$ cat config.mk
export PLATFORM = sky130hd
export DESIGN_NAME = sdram_port_16b
export DESIGN_NICKNAME = d
export VERILOG_FILES = /design/src/rtl/sdram_port_16b.sv
export SDC_FILE = /design/constraint.sdc
export NUM_CORES = 1
export LEC_CHECK = 0
export CAP_MARGIN = 5
export CORE_UTILIZATION = 45
export CTS_BUF_LIST = sky130_fd_sc_hd__clkbuf_4
export DETAILED_ROUTE_END_ITERATION = 7
export PLACE_DENSITY = 0.76
export SLEW_MARGIN = 20
export SYNTH_ARGS = -nofsm -noshare
export SYNTH_HDL_FRONTEND = slang
export SYNTH_SLANG_ARGS = --single-unit
$ cat constraint.sdc
create_clock -name clk -period 2.29 [get_ports clk]
set_input_delay 0.5725 -clock clk [delete_from_list [all_inputs] [get_ports clk]]
set_output_delay 0.5725 -clock clk [all_outputs]
set_load 0.02 [all_outputs]
$ cat src/rtl/sdram_port_16b.sv
// 16-bit client adapter for one bank port of the 8-bit SDRAM controller (BL=2).
// A single-word request from the core side becomes one two-byte burst. Read
// bytes are assembled into one word. Write bytes are served two cycles after
// each fetch strobe from the controller.
//
// state  | meaning
// -------+------------------------------------------------------------
// IDLE   | waiting for req while the controller is ready
// RD0    | read issued, rden_b held, waiting for the low byte
// RD1    | low byte captured, waiting for the high byte
// WR0    | write issued, wren_b held, waiting for the first fetch
// WR1    | first fetch seen, waiting for the second fetch
// WDRAIN | both fetches seen, waiting until the high byte is on wr_data_b
// DONE   | ack pulse, back to IDLE next cycle
module sdram_port_16b #(
    parameter logic [31:0] BASE_ADDR = 32'h0000_0000,
    parameter int          TIMEOUT   = 2047
) (
    input  logic        clk,
    input  logic        rst_n,
    input  logic        ram_rdy_n,
    input  logic        req,
    input  logic        we,
    input  logic [22:0] waddr,
    input  logic [15:0] wdata,
    output logic        ack,
    output logic        err,
    output logic [15:0] rdata,
    output logic        busy,
    output logic        rden_b,
    output logic        wren_b,
    output logic [31:0] addr_b,
    input  logic        valid_b,
    input  logic        fetch_b,
    input  logic [7:0]  rd_data,
    output logic [7:0]  wr_data_b
);

    // The timeout counter is never narrower than 11 bits.
    localparam int CW = ($clog2(TIMEOUT + 1) < 11) ? 11 : $clog2(TIMEOUT + 1);
    localparam logic [CW-1:0] CNT_LAST = CW'(TIMEOUT - 1);

    typedef enum logic [2:0] {
        IDLE   = 3'd0,
        RD0    = 3'd1,
        RD1    = 3'd2,
        WR0    = 3'd3,
        WR1    = 3'd4,
        WDRAIN = 3'd5,
        DONE   = 3'd6
    } state_t;

    state_t        state;
    logic [CW-1:0] cnt;
    logic [7:0]    lo_byte;
    logic [15:0]   wdata_q;
    logic          fetch_d1;
    logic          fetch_d2;
    logic          byte_idx;
    logic          drain_idx;
    logic          in_wr_fetch;

    // Fetch strobes only count while a write is waiting for them.
    assign in_wr_fetch = (state == WR0) || (state == WR1);

    // Transaction FSM, fetch delay line and all registered outputs.
    always_ff @(posedge clk or negedge rst_n) begin
        if (!rst_n) begin
            state     <= IDLE;
            cnt       <= '0;
            lo_byte   <= '0;
            wdata_q   <= '0;
            fetch_d1  <= 1'b0;
            fetch_d2  <= 1'b0;
            byte_idx  <= 1'b0;
            drain_idx <= 1'b0;
            ack       <= 1'b0;
            err       <= 1'b0;
            rdata     <= '0;
            busy      <= 1'b0;
            rden_b    <= 1'b0;
            wren_b    <= 1'b0;
            addr_b    <= '0;
            wr_data_b <= '0;
        end else begin
            ack      <= 1'b0;
            err      <= 1'b0;
            fetch_d1 <= fetch_b && in_wr_fetch;
            fetch_d2 <= fetch_d1;

            // Byte k is registered one cycle after fetch k is seen, so it is
            // on the pins two cycles after the strobe.
            if (fetch_d1) begin
                wr_data_b <= byte_idx ? wdata_q[15:8] : wdata_q[7:0];
                byte_idx  <= 1'b1;
            end
            if (fetch_d2) begin
                drain_idx <= 1'b1;
            end

            case (state)
                IDLE: begin
                    if (req && !ram_rdy_n) begin
                        addr_b    <= BASE_ADDR + {8'b0, waddr, 1'b0};
                        wdata_q   <= wdata;
                        cnt       <= '0;
                        byte_idx  <= 1'b0;
                        drain_idx <= 1'b0;
                        fetch_d1  <= 1'b0;
                        fetch_d2  <= 1'b0;
                        busy      <= 1'b1;
                        if (we) begin
                            wren_b <= 1'b1;
                            state  <= WR0;
                        end else begin
                            rden_b <= 1'b1;
                            state  <= RD0;
                        end
                    end
                end
                DONE: begin
                    busy  <= 1'b0;
                    state <= IDLE;
                end
                default: begin
                    if (cnt == CNT_LAST) begin
                        // Abort: drop the request and discard anything in flight.
                        rden_b   <= 1'b0;
                        wren_b   <= 1'b0;
                        err      <= 1'b1;
                        busy     <= 1'b0;
                        fetch_d1 <= 1'b0;
                        fetch_d2 <= 1'b0;
                        state    <= IDLE;
                    end else begin
                        cnt <= cnt + 1'b1;
                        case (state)
                            RD0: if (valid_b) begin
                                lo_byte <= rd_data;
                                rden_b  <= 1'b0;
                                state   <= RD1;
                            end
                            RD1: if (valid_b) begin
                                rdata <= {rd_data, lo_byte};
                                ack   <= 1'b1;
                                state <= DONE;
                            end
                            WR0: if (fetch_b) begin
                                wren_b <= 1'b0;
                                state  <= WR1;
                            end
                            WR1: if (fetch_b) begin
                                state <= WDRAIN;
                            end
                            WDRAIN: if (fetch_d2 && drain_idx) begin
                                ack   <= 1'b1;
                                state <= DONE;
                            end
                            default: state <= IDLE;
                        endcase
                    end
                end
            endcase
        end
    end

endmodule
# Word level (Yosys, flattened, before mapping)
# Cells that the tools add are included.
# totals
register_bits,94
in_bits,54
wordCells,104
# op_classes
add_sub_neg,1
n_eq_ne,16
mux,48
n_bitwise,3
reduce_logical,20
# ops
op,count
1-bit 2-to-1 mux,28
11-bit 2-to-1 mux,2
11-bit one-hot mux with 2 select lines,1
3-bit 2-to-1 mux,7
3-bit one-hot mux with 5 select lines,1
3-bit nonzero test,5
1-bit one-hot mux with 2 select lines,6
"11-bit by 1-bit adder with 11-bit output, second input constant",1
"11-bit == test, second input constant",1
"5-bit by 2-bit != test with 1-bit output, second input constant",2
"5-bit != test, second input constant",2
5-bit AND reduction,2
"3-bit == test, second input constant",3
8-bit 2-to-1 mux,1
4-bit AND reduction,2
"3-bit by 2-bit == test with 1-bit output, second input constant",2
"2-bit != test, second input constant",3
3-bit one-hot mux with 2 select lines,1
6-bit AND reduction,1
"5-bit by 3-bit != test with 1-bit output, second input constant",1
2-bit AND reduction,2
"3-bit by 1-bit == test with 1-bit output, second input constant",1
1-bit logical AND,3
3-bit zero test,1
other kinds (7),9

# Logic depth before layout (Yosys ltp)
# depth
depth_word,5
ltp_mapped,8
mapped_depth_nobuf,7

# Least setup slack after synthesis
# OpenSTA, ideal clock, no wires.
# synth_timing
kind,register to register
startpoint,register cnt[0]
endpoint,register rdata[0]
t_arrival_ps,1700
setup_slack_ps,465
path_stages_with_launch,9
n_path_buf,2
path_cell_list,dfrtp_1 > inv_1 > ha_1 > and2_1 > and4_1 > buf_6 > nor2_8 > buf_8 > mux2_4
# synth_via
elab_chain_len,3
# synth_lines
element,line,rtl
"start, declared",54,logic [CW-1:0] cnt;
"start signal, assigned",136,cnt <= cnt + 1'b1;
11-bit == test,126,if (cnt == CNT_LAST) begin
1-bit inverter (no source line),n/a,
4-bit AND reduction (no source line),n/a,
"end signal, assigned",144,"rdata <= {rd_data, lo_byte};"
"end, declared",28,"output logic [15:0] rdata,"
# Every way passes these cells.
# A chain may end at the register's enable or synchronous reset.

# Worst setup path in the final report
# layout_timing
startpoint,register wren_b
endpoint,output port wren_b
# layout_rtl
element,line,rtl
"start, declared",31,"output logic wren_b,"
"start signal, assigned",82,wren_b <= 1'b0;
"start signal, assigned",113,wren_b <= 1'b1;
"start signal, assigned",129,wren_b <= 1'b0;
# No word-level cell between the ends.

==> out/results.ini <==
[sta]
hold_viol_final = 0
fin_crit_sh = 0.8884
fmax_mhz = 491.6
timing.hold.ws_ns = 0.02869
finalCriticalPeriod_ns = 2.034
setup_viol = 0
finClkSkew_ns = 0.01860
worst_pin_slew_ns = 0.6019
rsz0062_at_grt = false
maxSlewViolCount = 0
tns_ns = 0
slew_headroom = 0.5987

[power_and_ir_drop]
cellInternalPower_mw = 4.098
ir_drop_mv = 0.6094
p_switching_mw = 2.623
power.share.clock = 0.125
netSwitchingFraction = 0.3903
power_density_nw_per_um2 = 1262
combPwrFrac = 0.440
p_leak_nw = 2.523
pwr-share-seq = 0.435
finalPower_mw = 6.721

[floorplan]
io_pins = 115
die_area_sq_um = 9483
dieWidth_microns = 97.38
fp.dieH_microns = 97.38
start_util = 0.4672
core_area_sq_um = 8763
rows = 34

[status]
status = completed

[cells_and_area]
diodes = 0
fin_nets = 559
multi_input_area_sq_um = 1587
syn2layout_area_growth_pct = 30.13
fin_util = 0.6079
seq_area_sq_um = 2352
drive_gt1_frac = 0.09843
nFillCells = 737

[worst_setup_path]
rr_startpoint = cnt[0]$_DFFE_PN0P_
slowest_delay_ns = 0.63
startpoint_type = flop
critPathTopFamily = buffers and inverters
cp-end-kind = output pin
reg2reg_depth = 6
crit_path_top_delay_cell = clkdlybuf4s50_1
worstPathArrival_ns = 1.46
rr_endpoint = rdata[11]$_DFFE_PN0P_
crit_buf_inv = 1
path_class = reg2out
worstPathMaxFanout = 2
r2r_setup_slack_ns = 0.35
cp_cell_sequence = clkdlybuf4s50_1
worstPathRequired_ns = 1.72

[yosys]
synth_seq_cells = 94
syn_avg_cell_area_sq_um = 10.23
synthTopCellsByCount = nand2_1, dfrtp_1, nor2_1
yosys.cell_types.count = 43
post-synth-top-count-cell = nand2_1
synthesis.area_sq_um = 4094
synth-edff-count = 0
synth_area_leaders = dfrtp_1, nand2_1, mux2_4
synth_flop_cell = dfrtp_1
yosys_warnings = 0
yosysTopAreaCellShare = 0.5746
syn_inst = 400
synth_top_area_cell = dfrtp_1
async_reset_ff_frac = 1.000
synth_seq_area_share = 0.5746

[place]
port_buffers = 105
dp_hpwl_microns = 6398
place_congestion = 0.8245

[clock_tree]
cts.reportedPaths.clkPinSlew_ns = 0.17
postCtsHoldBufs = 0
clock_sinks = 94
post_cts_buffers = 0
cts_htree_levels = 3
ctsLongestPathBuffers = 2
cts_tree = done
clock_tree.root_cell = clkbuf_4
cts_resized = 0
clock_latency_ns = 0.44
cts_buffers = 9

[drt]
first_pass_iters = 4
routed_wl_microns = 8829
wire_per_inst_microns = 14.33
drtIter0Drc = 133
post_drt_via_cell_ratio = 4.997
num_vias = 3078
drc = 0
ant_nets = 0

[grt]
busiest_layer = met2
use_met2 = 0.3174
grt_pass1_wl_microns = 14980
use_met1 = 0.2593
grt_usage = 0.1970
antenna_found_initial = 0
grt_max_degree = 46
grt_overflow = 0
grt_pass1_vias = 3177
grt_use_met3 = 0.05324

[worst_hold_path]
min_path_type = in2async

[flow_run]
maxCapViolations = 0

==> layout make-up <==
class,instances,area share
clock buffers,9,0.01268
clock inverters,7,0.01010
inverters,3,0.002114
multi-input cells,282,0.2978
flip-flops and latches,94,0.4415
well taps,108,0.02536
repair buffers,113,0.2104
==> power by group through the flow <==
| stage | sequential (mW) | clock (mW) | combinational [mW] |
|---|---|---|---|
| floorplan | 3.29 | 0 | 1.32 |
| global placement | 2.93 | 0 | 2.89 |
| detailed placement | 2.96 | 0 | 2.98 |
| CTS | 2.93 | 0.868 | 2.99 |
| global route | 3.03 | 0.938 | 3.22 |
| finish | 2.93 | 0.841 | 2.96 |
==> per-stage QoR <==
stage | instance area, sq um | setup WS [ns] | cells
floorplan | 4124 | 0.4652 | 408
global placement | 5206 | 0.06712 | 600
detailed placement | 5206 | -0.005477 | 600
CTS | 5328 | 0.2196 | 616
global route | 5328 | 0.1873 | 616
finish | 5328 | 0.2556 | 616
==> per-layer routing <==
metal	share of wire	up-vias
met3	0.058	11
met4	0.012	0
met1	0.45	1475
li1	-	1495
met5	0	-
met2	0.48	97
==> worst max path at each step <==
stage                                  start                    end  cells after the start
after floorplan           cnt[0]$_DFFE_PN0P_   rdata[0]$_DFFE_PN0P_                      8
after global routing      wren_b$_DFFE_PN0P_                 wren_b                      1
after global placement               valid_b  rdata[12]$_DFFE_PN0P_                      6
final                     wren_b$_DFFE_PN0P_                 wren_b                      1
after detailed placement             valid_b  rdata[10]$_DFFE_PN0P_                      6
after CTS                 wren_b$_DFFE_PN0P_                 wren_b                      1
==> cells by family (layout without fill, tap and decap cells) <==
kind of cell / after synthesis / after routing / share of synthesized area
AND/OR/NAND/NOR: 192 / 192 / 0.2069
flip-flops: 94 / 94 / 0.5746
AO/OA/AOI/OAI: 42 / 42 / 0.06051
multiplexers: 32 / 32 / 0.09474
buffers and inverters: 32 / 132 / 0.04554
XOR/XNOR: 5 / 5 / 0.01070
adder cells (fa/ha/maj): 2 / 2 / 0.006111
other: 1 / 9 / 0.0009160
==> registers in the layout, summed over array words and instances (netlist names), 3 cells and up <==
signal and count:
cnt 11, rdata 16, lo_byte 8, addr_b 23
wdata_q 16, state 3, wr_data_b 8
==> cells in the final DEF, fill, tap and decap left out, types with 2 or more instances in the layout <==
master	instances
a221oi_1	2
xor2_1	4
nor2_1	26
nand2b_1	4
mux2_1	6
conb_1	9
o21ai_0	15
and2_1	2
nor2b_1	5
buf_4	8
o21a_1	2
nand2_1	133
inv_1	3
mux2i_1	8
mux2_4	10
nand3_1	5
and3_1	3
and4_1	2
clkdlybuf4s50_1	104
clkbuf_4	9
ha_1	2
clkinv_2	2
or3_1	3
dfrtp_1	94
mux2_2	8
inv_6	5
a21oi_1	17
Note: power is estimated with default switching activity, not from simulation.
